$ cat config.mk
export PLATFORM = sky130hd
export DESIGN_NAME = pipeline_ctrl
export DESIGN_NICKNAME = d
export VERILOG_FILES = /design/src/rtl/pipeline_ctrl.sv
export SDC_FILE = /design/constraint.sdc
export NUM_CORES = 1
export LEC_CHECK = 0
export ABC_AREA = 0
export BUFFER_PORTS_ARGS = -buffer_cell sky130_fd_sc_hd__buf_2
export CORE_MARGIN = 2
export CORE_UTILIZATION = 40
export CTS_CLUSTER_DIAMETER = 200
export CTS_CLUSTER_SIZE = 20
export DETAILED_ROUTE_END_ITERATION = 6
export PLACE_DENSITY_LB_ADDON = 0.12
export SLEW_MARGIN = 10
export SYNTH_ARGS = -nofsm -noshare
export SYNTH_HDL_FRONTEND = slang
export SYNTH_SLANG_ARGS = --single-unit
$ cat constraint.sdc
create_clock -name clk_i -period 3.3 [get_ports clk_i]
set_input_delay 0.66 -clock clk_i [delete_from_list [all_inputs] [get_ports clk_i]]
set_output_delay 0.66 -clock clk_i [all_outputs]
set_load 0.005 [all_outputs]
$ cat src/rtl/pipeline_ctrl.sv
// Stall/flush controller: merges stage stall requests into per-register hold/bubble controls and sequences exception flushes.
// Controls are combinational from inputs and state; a busy MEM stage defers an exception flush until it releases.
module pipeline_ctrl #(
    parameter int PC_W    = 32,
    parameter int CNT_W   = 32,
    parameter int TIMEOUT = 1023
) (
    input  logic             clk_i,
    input  logic             rst_i,
    input  logic             if_stallreq_i,
    input  logic             id_stallreq_i,
    input  logic             ex_stallreq_i,
    input  logic             mem_stallreq_i,
    input  logic             excp_i,
    input  logic [PC_W-1:0]  excp_vec_i,
    output logic [4:0]       stall_o,
    output logic [4:0]       bubble_o,
    output logic             flush_o,
    output logic [PC_W-1:0]  new_pc_o,
    output logic             excp_pending_o,
    output logic [CNT_W-1:0] stall_cnt_o,
    output logic [CNT_W-1:0] flush_cnt_o,
    output logic             timeout_o
);

    localparam int WD_W = (TIMEOUT < 2) ? 1 : $clog2(TIMEOUT + 1);
    localparam logic [WD_W-1:0] WD_MAX = WD_W'(TIMEOUT);

    typedef enum logic {RUN = 1'b0, PEND = 1'b1} state_t;

    state_t           state_q;
    logic [PC_W-1:0]  vec_q;
    logic [CNT_W-1:0] stall_cnt_q;
    logic [CNT_W-1:0] flush_cnt_q;
    logic [WD_W-1:0]  wd_q;
    logic [WD_W-1:0]  wd_nxt;
    logic             timeout_q;
    logic             stall_any;

    // The deepest requesting stage wins; its pattern already covers shallower requests.
    always_comb begin
        stall_o  = '0;
        bubble_o = '0;
        flush_o  = 1'b0;
        new_pc_o = '0;
        if (!rst_i) begin
            if (state_q == PEND) begin
                if (mem_stallreq_i) begin
                    stall_o  = 5'b01111;
                    bubble_o = 5'b10000;
                end else begin
                    flush_o  = 1'b1;
                    new_pc_o = vec_q;
                end
            end else if (excp_i && !mem_stallreq_i) begin
                flush_o  = 1'b1;
                new_pc_o = excp_vec_i;
            end else if (mem_stallreq_i) begin
                stall_o  = 5'b01111;
                bubble_o = 5'b10000;
            end else if (ex_stallreq_i) begin
                stall_o  = 5'b00111;
                bubble_o = 5'b01000;
            end else if (id_stallreq_i) begin
                stall_o  = 5'b00011;
                bubble_o = 5'b00100;
            end else if (if_stallreq_i) begin
                stall_o  = 5'b00001;
                bubble_o = 5'b00010;
            end
        end
    end

    assign stall_any = |stall_o;

    always_comb begin
        wd_nxt = '0;
        if (stall_any) begin
            wd_nxt = (wd_q == WD_MAX) ? wd_q : wd_q + WD_W'(1);
        end
    end

    always_ff @(posedge clk_i) begin
        if (rst_i) begin
            state_q     <= RUN;
            vec_q       <= '0;
            stall_cnt_q <= '0;
            flush_cnt_q <= '0;
            wd_q        <= '0;
            timeout_q   <= 1'b0;
        end else begin
            if (state_q == RUN) begin
                if (excp_i && mem_stallreq_i) begin
                    state_q <= PEND;
                    vec_q   <= excp_vec_i;
                end
            end else if (!mem_stallreq_i) begin
                state_q <= RUN;
            end
            if (stall_any && (stall_cnt_q != '1)) begin
                stall_cnt_q <= stall_cnt_q + CNT_W'(1);
            end
            if (flush_o && (flush_cnt_q != '1)) begin
                flush_cnt_q <= flush_cnt_q + CNT_W'(1);
            end
            wd_q <= wd_nxt;
            // Set on the edge that closes the TIMEOUT-th consecutive stalled cycle.
            if ((TIMEOUT != 0) && (wd_nxt == WD_MAX)) begin
                timeout_q <= 1'b1;
            end
        end
    end

    assign excp_pending_o = (state_q == PEND);
    assign stall_cnt_o    = stall_cnt_q;
    assign flush_cnt_o    = flush_cnt_q;
    assign timeout_o      = timeout_q;

endmodule
Word level (Yosys, flattened, before mapping)
Index checks and enable logic that the tools add are counted.
{"block": "totals", "ff_bits": 108, "latch_bits": 0, "ram_bits": 0, "romBits": 0, "input_bits": 39, "out_inout_bits": 109, "wordCells": 50, "memories": 0}
{"block": "op_classes", "add_sub_neg": 3, "mul": 0, "div_mod_pow": 0, "n_lt_le_gt_ge": 0, "eq_ne": 4, "shifts": 0, "n_mux": 29, "n_bitwise": 1, "reduce_logical": 7}
{"cell": "two-way mux 32 bit", "n": 4}
{"cell": "adder 32 x 1 -> 32 bit (second input constant)", "n": 2}
{"cell": "inequality test 32 bit (second input constant)", "n": 2}
{"cell": "two-way mux 5 bit", "n": 7}
{"cell": "equality test 10 bit (second input constant)", "n": 2}
{"cell": "two-way mux 10 bit", "n": 2}
{"cell": "two-way mux 4 bit", "n": 4}
{"cell": "adder 10 x 1 -> 10 bit (second input constant)", "n": 1}
{"cell": "two-way mux 1 bit", "n": 8}
{"cell": "two-way mux 3 bit", "n": 2}
{"cell": "OR reduction 5 bit", "n": 1}
{"cell": "logical AND 1 bit", "n": 4}
{"cell": "two-way mux 2 bit", "n": 2}
{"cell": "AND reduction 2 bit", "n": 1}
{"cell": "logical NOT 1 bit", "n": 1}
{"cell": "NOT 1 bit", "n": 1}

Longest topological paths before layout
Gate-level depths: netlist of the first run.
{"block": "logic_depth", "word_depth": 10, "ltp_mapped": 8, "depth_no_buf": 6}

Worst setup path after synthesis of the first run
No wires, ideal clock.
{"block": "synth_timing", "path_type": "input -> output", "start": "input rst_i", "end": "output stall_o[3]", "t_arrival_ps": 1745, "path_slack_ps": 895, "cell_stages": 5, "n_path_buf": 4, "cell_sequence": "clkbuf_1 clkbuf_1 buf_1 nor2_1 buf_4"}
{"block": "synth_via", "elab_chain_cells": 1}
{"element": "start, declared", "line_no": "9", "rtl": "input logic rst_i,"}
{"element": "two-way mux 5 bit", "line_no": "46", "rtl": "if (!rst_i) begin"}
{"element": "end, declared", "line_no": "16", "rtl": "output logic [4:0] stall_o,"}
Every way passes these cells.

Worst setup path in the final report of the first run
{"block": "layout_timing", "start": "input mem_stallreq_i", "end": "output stall_o[0]"}
{"block": "layout_via", "elab_chain_cells": 5}
{"element": "start, declared", "line_no": "13", "rtl": "input logic mem_stallreq_i,"}
{"element": "logical NOT 1 bit"}
{"element": "logical AND 1 bit", "line_no": "55", "rtl": "end else if (excp_i && !mem_stallreq_i) begin"}
{"element": "two-way mux 4 bit", "line_no": "55"}
{"element": "two-way mux 5 bit (*)", "line_no": "47", "rtl": "if (state_q == PEND) begin"}
{"element": "two-way mux 5 bit (*)", "line_no": "46"}
Mark *: on every way between the ends. The rest lies on a longest branch, timed or not.

==> summary.txt, run 1 <==
Setup path
  • CP max stage delay: 0.53 ns
  • RR Startpoint: stall_cnt_o[8]
  • Critical path launch point: mem_stallreq_i
  • Peak fanout along the critical path: 8
  • Buf/Inv on CP: 3
  • Critical path class: primary input to output port
  • Last element of the critical path: stall_o[0]
  • Critical path's top delay family: buffers and inverters
  • R2R Setup Slk: 0.83 ns
  • CP endpoint kind: output port
  • Req. time, crit path: 2.64 ns
  • Crit path cell chain: buf_2, or4_1, o211ai_1, clkinv_1, buf_2
  • CP startpoint kind: primary input
  • Worst R2R End: stall_cnt_o[17]
  • Crit-path slowest cell: or4_1
  • Most common cell on crit path: buf_2
  • Worst r2r path cells: 5
  • CP Data Arrival Time: 2.10 ns
  • CP Depth: 5

Logic synthesis
  • Post-synthesis compound-gate area fraction: 19.80%
  • Seq cells post-synth: 108
  • Cells after Synth: 704
  • Sequential fraction of the synthesis area: 39.73%
  • Synth warn: 0
  • Number of library cell types mapped by synthesis: 47
  • Largest family of logic cells by synthesized area: simple AND/OR/NAND/NOR gates
  • Area share of fa/ha/maj cells after synthesis: 0.6898%
  • Mux cell area share after synthesis: 2.322%
  • Mapped Avg Cell Area: 7.729 um2
  • Simple-gate share of the synthesized area: 30.12%
  • FFs w/ async S/R, synth: 0%
  • Xor/xnor share of the synthesized area: 2.897%
  • Mapped Area: 5441 um2
  • Post-synth EDFFs: 0
  • Top FF cell, synth: dfxtp_1

Drt
  • DRT iter0 DRCs: 389
  • Vias/cell: 5.659
  • Via count: 5716
  • Antenna viol nets, final: 0
  • DR WL/cell: 15.12 um
  • First-pass DRT Iterations: 5
  • Drt drc: 0
  • Routed WL: 15270 um

Outcome
  • Status: completed

Cells and area
  • P&R area growth vs syn: 22.10%
  • Layout cells sized above 1: 23.14%
  • Nets: 872
  • Most common cell after layout, fill and taps aside: buf_2
  • Final Instance Area: 6644 um2
  • ANT cells: 0
  • Commonest non-fill, non-tap cells in the layout: buf_2 (144), dfxtp_1 (108), nand2_1 (105)

GRT
  • Antenna violations before repair: 1
  • GR met3 Demand/Resource: 4.953%
  • Met2 GRT Util: 33.65%
  • Tot GR Track Use: 20.58%
  • Vias in the first global route: 5099
  • First-pass GRT wire length: 24610 um
  • Largest net degree at the start of global routing: 79
  • Met1 Usage GRT: 26.99%
  • Busiest grt layer: met2
  • Gr ovfl total: 0

Clocking
  • Cts hold-fix bufs: 0
  • Clk_lat worst skew: 0.35 ns
  • Clock-pin slew of the registers on the worst-case setup and hold paths: 0.06 ns
  • CTS tree: yes
  • Longest Clk Path Bufs: 2
  • # resized after CTS: 0
  • TritonCTS buffer count: 9
  • Clock sinks: 108
  • H-tree levels: 3
  • Post-CTS setup buffer count: 0
  • Clock root buffer master: clkbuf_16

Placed design
  • Placement-stage cell area: 6352 um2
  • IO buf count: 145
  • Hpwl dp: 10940 um
  • Setup WS pre-CTS: 0.5079 ns
  • RD Place Congestion: 0.8709

Floorplan
  • Ports: 148
  • DIE AREA: 14550 um2
  • Die width: 120.6 um
  • Initial Utilization: 41.09%
  • Area of the core: 13240 um2
  • DIE HEIGHT: 120.6 um
  • # rows: 42

STA
  • Worst Skew: 0.006040 ns
  • Slew HR: 46.00%
  • RSZ-0062 raised after global routing: false
  • Period minus WS final: 2.755 ns
  • Final period util: 83.49%
  • Setup ws final: 0.5450 ns
  • Total negative slack: 0 ns
  • Final Max Tran Viols: 0
  • Worst slew pin tran: 0.8092 ns
  • Final hold vios: 0
  • FMAX: 0.3630 GHz
  • Worst hold margin: 0.4588 ns
  • # setup viols final: 0

Power
  • Leakage power total: 2.588 nW
  • Max rail drop VDD: 0.1940 mV
  • PD cells: 394.9 nW/um2

Run
  • MaxCap Viol Count: 0

Min path
  • Worst hold-check path type: register to register
state kept, by name, indices dropped and copies added (netlist names):
register	flops
stall_cnt_o	32
flush_cnt_o	32
wd_q	10
vec_q	32
excp_pending_o	1
timeout_o	1
how the worst min path moves through the flow:
stage / startpoint / endpoint / slack (ns) / cells past startpoint
3_5_place_dp: vec_q[7] / vec_q[7] / 0.45 / 2
2_1_floorplan: vec_q[0] / vec_q[0] / 0.44 / 2
4_1_cts: vec_q[7] / vec_q[7] / 0.46 / 2
5_1_grt: vec_q[6] / vec_q[6] / 0.48 / 2
6_report: vec_q[7] / vec_q[7] / 0.46 / 2
3_3_place_gp: vec_q[21] / vec_q[21] / 0.44 / 2
per-stage QoR:
step / util, % / cells / total power, W
6_report: 50.17 / 1010 / 0.002624
5_1_grt: 50.17 / 1010 / 0.002730
4_1_cts: 50.17 / 1010 / 0.002656
3_5_place_dp: 47.97 / 995 / 0.001577
3_3_place_gp: 47.97 / 995 / 0.001571
2_1_floorplan: - / 705 / 0.001488
worst min-delay path: cells and delay by family (launching register included):
kind            cells  cell delay (ns)
compound gates      1             0.05
flops               1             0.31
simple gates        1             0.05
Yosys cell counts (9+ instances only):
| library cell | instances | share of area [%] |
|---|---|---|
| a21oi_1 | 72 | 6.6 |
| a22oi_1 | 32 | 4.4 |
| and3_1 | 9 | 1.0 |
| and4_1 | 10 | 1.6 |
| clkbuf_1 | 33 | 2.3 |
| dfxtp_1 | 108 | 40 |
| inv_1 | 11 | 0.76 |
| nand2_1 | 105 | 7.2 |
| nand3_1 | 23 | 2.1 |
| nand4_1 | 21 | 2.4 |
| nor2_1 | 75 | 5.2 |
| nor3_1 | 11 | 1.0 |
| nor4_1 | 12 | 1.4 |
| o21ai_0 | 27 | 2.5 |
| o31ai_1 | 11 | 1.5 |
| or3_1 | 21 | 2.4 |
| or4_1 | 13 | 1.8 |
| xnor2_1 | 15 | 2.4 |
area by class of cell:
class	instances	area, um2
Fill cell	1335	6599
Clock buffer	10	239.0
Inverter	12	45.04
Multi-Input combinational cell	538	3064
Sequential cell	108	2162
Tap cell	176	220.2
Timing Repair Buffer	161	860.8
Clock inverter	5	52.55
cell families (layout without fill, tap and decap cells):
logic type,count (synthesis),after routing
AO/OA/AOI/OAI,174,174
XOR/XNOR,18,18
adder cells (fa/ha/maj),3,3
buffers and inverters,59,188
flip-flops,108,108
multiplexers,12,12
other,1,2
AND/OR/NAND/NOR,329,329
power breakdown:
part | internal [W] | switching (W) | leakage [nW] | total (W)
clock | 0.000601 | 0.000476 | 0.144 | 0.00108
combinational | 0.0000765 | 0.000122 | 1.57 | 0.000199
sequential | 0.00133 | 0.0000204 | 0.874 | 0.00135
total | 0.00200 | 0.000619 | 2.59 | 0.00262
routing by layer:
layer,part of all wire (%),wire length [um]
met1,45,6935
met2,47,7163
met3,6.3,962
met4,1.3,196
met5,0.085,13
(Power assumes the default switching activity.)
==> run 2, diff against run 1 <==
--- a/config.mk
+++ b/config.mk
@@ -5,7 +5,7 @@
 export SDC_FILE = /design/constraint.sdc
 export NUM_CORES = 1
 export LEC_CHECK = 0
-export ABC_AREA = 0
+export ABC_AREA = 1
 export BUFFER_PORTS_ARGS = -buffer_cell sky130_fd_sc_hd__buf_2
 export CORE_MARGIN = 2
 export CORE_UTILIZATION = 40
==> constraint.sdc (replaced) <==
create_clock -name clk_i -period 2.6 [get_ports clk_i]
set_input_delay 0.52 -clock clk_i [delete_from_list [all_inputs] [get_ports clk_i]]
set_output_delay 0.52 -clock clk_i [all_outputs]
set_load 0.005 [all_outputs]
==> run 2 against run 1 <==
Effect of this change:
- global-route usage rose by 1.0 points
- first-iteration DRC count rose by 3.9%
- worst setup slack got worse by 0.22 ns
- sequential power rose by 27%
- critical path type unchanged
==> summary.txt, run 2 <==
Floorplan
  • Die width: 130.5 um (+8.2%)
  • Initial Utilization: 40.61% (-0.48 points)
  • DIE AREA: 17040 um2 (+17%)
  • DIE HEIGHT: 130.5 um (+8.2%)
  • Area of the core: 15770 um2 (+19%)
  • # rows: 46 (+9.5%)
  • Ports: 148 (unchanged)

Setup path
  • Critical path class: primary input to output port
  • R2R Setup Slk: 0.44 ns (-0.39 ns)
  • Req. time, crit path: 2.08 ns (-0.56 ns)
  • CP endpoint kind: output port
  • Worst R2R End: flush_cnt_o[22]
  • Worst r2r path cells: 10 (+5)
  • Critical path launch point: mem_stallreq_i
  • Peak fanout along the critical path: 33 (+25)
  • RR Startpoint: flush_cnt_o[1]
  • CP startpoint kind: primary input
  • CP Data Arrival Time: 1.76 ns (-0.34 ns)
  • Last element of the critical path: new_pc_o[31]

Power
  • Overall power: 0.003492 W (+33%)
  • Leakage power total: 3.291 nW (+27%)
  • Max rail drop VDD: 0.2960 mV (+53%)
  • PD cells: 460.6 nW/um2 (+17%)

STA
  • Final Max Tran Viols: 0 (unchanged)
  • Worst Skew: 0.01127 ns (+0.005230 ns)
  • Final hold vios: 0 (unchanged)
  • Worst hold margin: 0.3992 ns (-0.05964 ns)
  • RSZ-0062 raised after global routing: false
  • Setup ws final: 0.3216 ns (-0.2234 ns)
  • FMAX: 0.4389 GHz
  • Total negative slack: 0 ns (unchanged)
  • Final period util: 87.63%
  • Worst slew pin tran: 0.5167 ns (-0.2925 ns)
  • Slew HR: 65.55% (+20 points)
  • Period minus WS final: 2.278 ns
  • # setup viols final: 0 (unchanged)

Logic synthesis
  • Mapped Avg Cell Area: 6.290 um2 (-19%)
  • Mapped Area: 6404 um2 (+18%)
  • Cells after Synth: 1018 (+45%)
  • Sequential fraction of the synthesis area: 33.76% (-6.0 points)
  • Count leader, synth: nand2_1
  • Synth top cells by count: nand2_1 (296), nor2_1 (210), dfxtp_1 (108)
  • Number of library cell types mapped by synthesis: 33 (-30%)
  • Post-synth EDFFs: 0 (unchanged)
  • FFs w/ async S/R, synth: 0% (unchanged)
  • Synth warn: 0 (unchanged)
  • Top cell type by total area after synthesis: dfxtp_1
  • Top cells by area, synth: dfxtp_1 (34%), nand2_1 (17%), nor2_1 (12%)
  • Top FF cell, synth: dfxtp_1
  • Synth top area share: 33.76% (-6.0 points)
  • Seq cells post-synth: 108 (unchanged)

Cells and area
  • Commonest non-fill, non-tap cells in the layout: nand2_1 (296), nor2_1 (209), buf_2 (144)
  • Nets: 1185 (+36%)
  • Post-Layout Cell Count: 1364 (+35%)
  • Most common cell after layout, fill and taps aside: nand2_1
  • ANT cells: 0 (unchanged)
  • P&R area growth vs syn: 18.41%
  • Layout cells sized above 1: 18.90% (-4.2 points)

Run
  • MaxCap Viol Count: 0 (unchanged)

Drt
  • Vias/cell: 4.944 (-13%)
  • Drt drc: 0 (unchanged)
  • Via count: 6743 (+18%)
  • Routed WL: 18410 um (+21%)
  • DRT iter0 DRCs: 404 (+3.9%)
  • Antenna viol nets, final: 0 (unchanged)
  • DR WL/cell: 13.49 um (-11%)
  • First-pass DRT Iterations: 7 (+2)

Clocking
  • CTS tree: yes
  • Clock sinks: 108 (unchanged)
  • Clk_lat worst skew: 0.36 ns (about the same)
  • TritonCTS buffer count: 9 (unchanged)
  • H-tree levels: 3 (unchanged)
  • Longest Clk Path Bufs: 2 (unchanged)
  • Clock-pin slew of the registers on the worst-case setup and hold paths: 0.08 ns (+0.02 ns)
  • Cts hold-fix bufs: 0 (unchanged)
  • Clock root buffer master: clkbuf_16

GRT
  • Antenna violations before repair: 0 (-1)
  • Tot GR Track Use: 21.58% (+1.0 points)
  • Vias in the first global route: 5900 (+16%)
  • First-pass GRT wire length: 29650 um (+20%)
  • Largest net degree at the start of global routing: 42 (-47%)
  • Gr ovfl total: 0 (unchanged)

Min path
  • Worst hold-check path type: primary input to register
  • Hold Startpoint: excp_vec_i[14]

Placed design
  • Placed Cells: 1348 (+35%)
  • RD Place Congestion: 0.8728 (+0.22%)
  • Setup WS pre-CTS: 0.2601 ns (-0.2478 ns)
  • Hpwl dp: 13210 um (+21%)
  • IO buf count: 145 (unchanged)

Outcome
  • Status: completed
==> run 2: cell types whose count changed after synthesis, moves of 13 or more <==
cell,previous run,this run
inv_1,11,71
nand2_1,105,296
o21ai_0,27,40
nand3_1,23,41
nor2_1,75,210
a21oi_1,72,51
or4_1,13,0
nand2_2,0,14
or3_1,21,0
xor2_1,3,30
==> run 2: area by class of cell <==
| class | count | area, um2 |
|---|---|---|
| multi-input combinational | 789 | 3726 |
| clock buffer | 10 | 239.0 |
| timing repair buffer | 157 | 818.3 |
| sequential | 108 | 2162 |
| inverter | 78 | 295.3 |
| fill | 1711 | 8188 |
| tap | 216 | 270.3 |
| clock inverter | 6 | 71.32 |
==> run 2: logic make-up after synthesis <==
family	Yosys count	synth area share [%]
AO/OA/AOI/OAI	137	12.62
XOR/XNOR	38	5.197
adder cells (fa/ha/maj)	3	0.5862
buffers and inverters	122	8.226
flip-flops	108	33.76
other	1	0.05856
AND/OR/NAND/NOR	609	39.55
==> run 2: worst min-delay path by stage <==
stage	slack, ns	to	cells past startpoint
after CTS	0.39	vec_q[4]	3
after global routing	0.41	vec_q[12]	3
after floorplan	0.45	timeout_o	2
after detailed placement	0.45	timeout_o	2
after global placement	0.46	timeout_o	2
final	0.40	vec_q[14]	3
==> run 2: what timing repair did <==
| action | in CTS | in global routing |
|---|---|---|
| resized for setup | 0 | 2 |
| setup endpoints to repair | 0 | 2 |
| setup buffers | 0 | 0 |
==> run 2: per-stage QoR <==
stage	cell area [um2]	utilization [%]
after floorplan	6407	-
after global placement	7269	46.10
after detailed placement	7269	46.10
after CTS	7580	48.06
after global routing	7582	48.08
final	7582	48.08
==> run 2: routing by layer <==
metal | GRT usage (%) | wire (um) | vias to the layer above
li1 | - | - | 3490
met5 | 0 | 0 | -
met3 | 3.217 | 1056 | 15
met4 | 6.008 | 246 | 0
met1 | 33.55 | 9458 | 3036
met2 | 30.70 | 7645 | 202
==> run 2: where the power goes <==
group,leakage [nW],total [W],internal [W],switching [W]
clock network,0.145,0.00146,0.000782,0.000674
logic,2.27,0.000315,0.000105,0.000210
registers,0.877,0.00172,0.00170,0.0000264
==> run 2: worst max-delay path, stage by stage <==
cell and delay [ns]:
buf_2 0.11, inv_2 0.14, nand2_1 0.13, nor2_2 0.09, buf_4 0.34, a22oi_1 0.14, nor2_1 0.14, buf_2 0.13
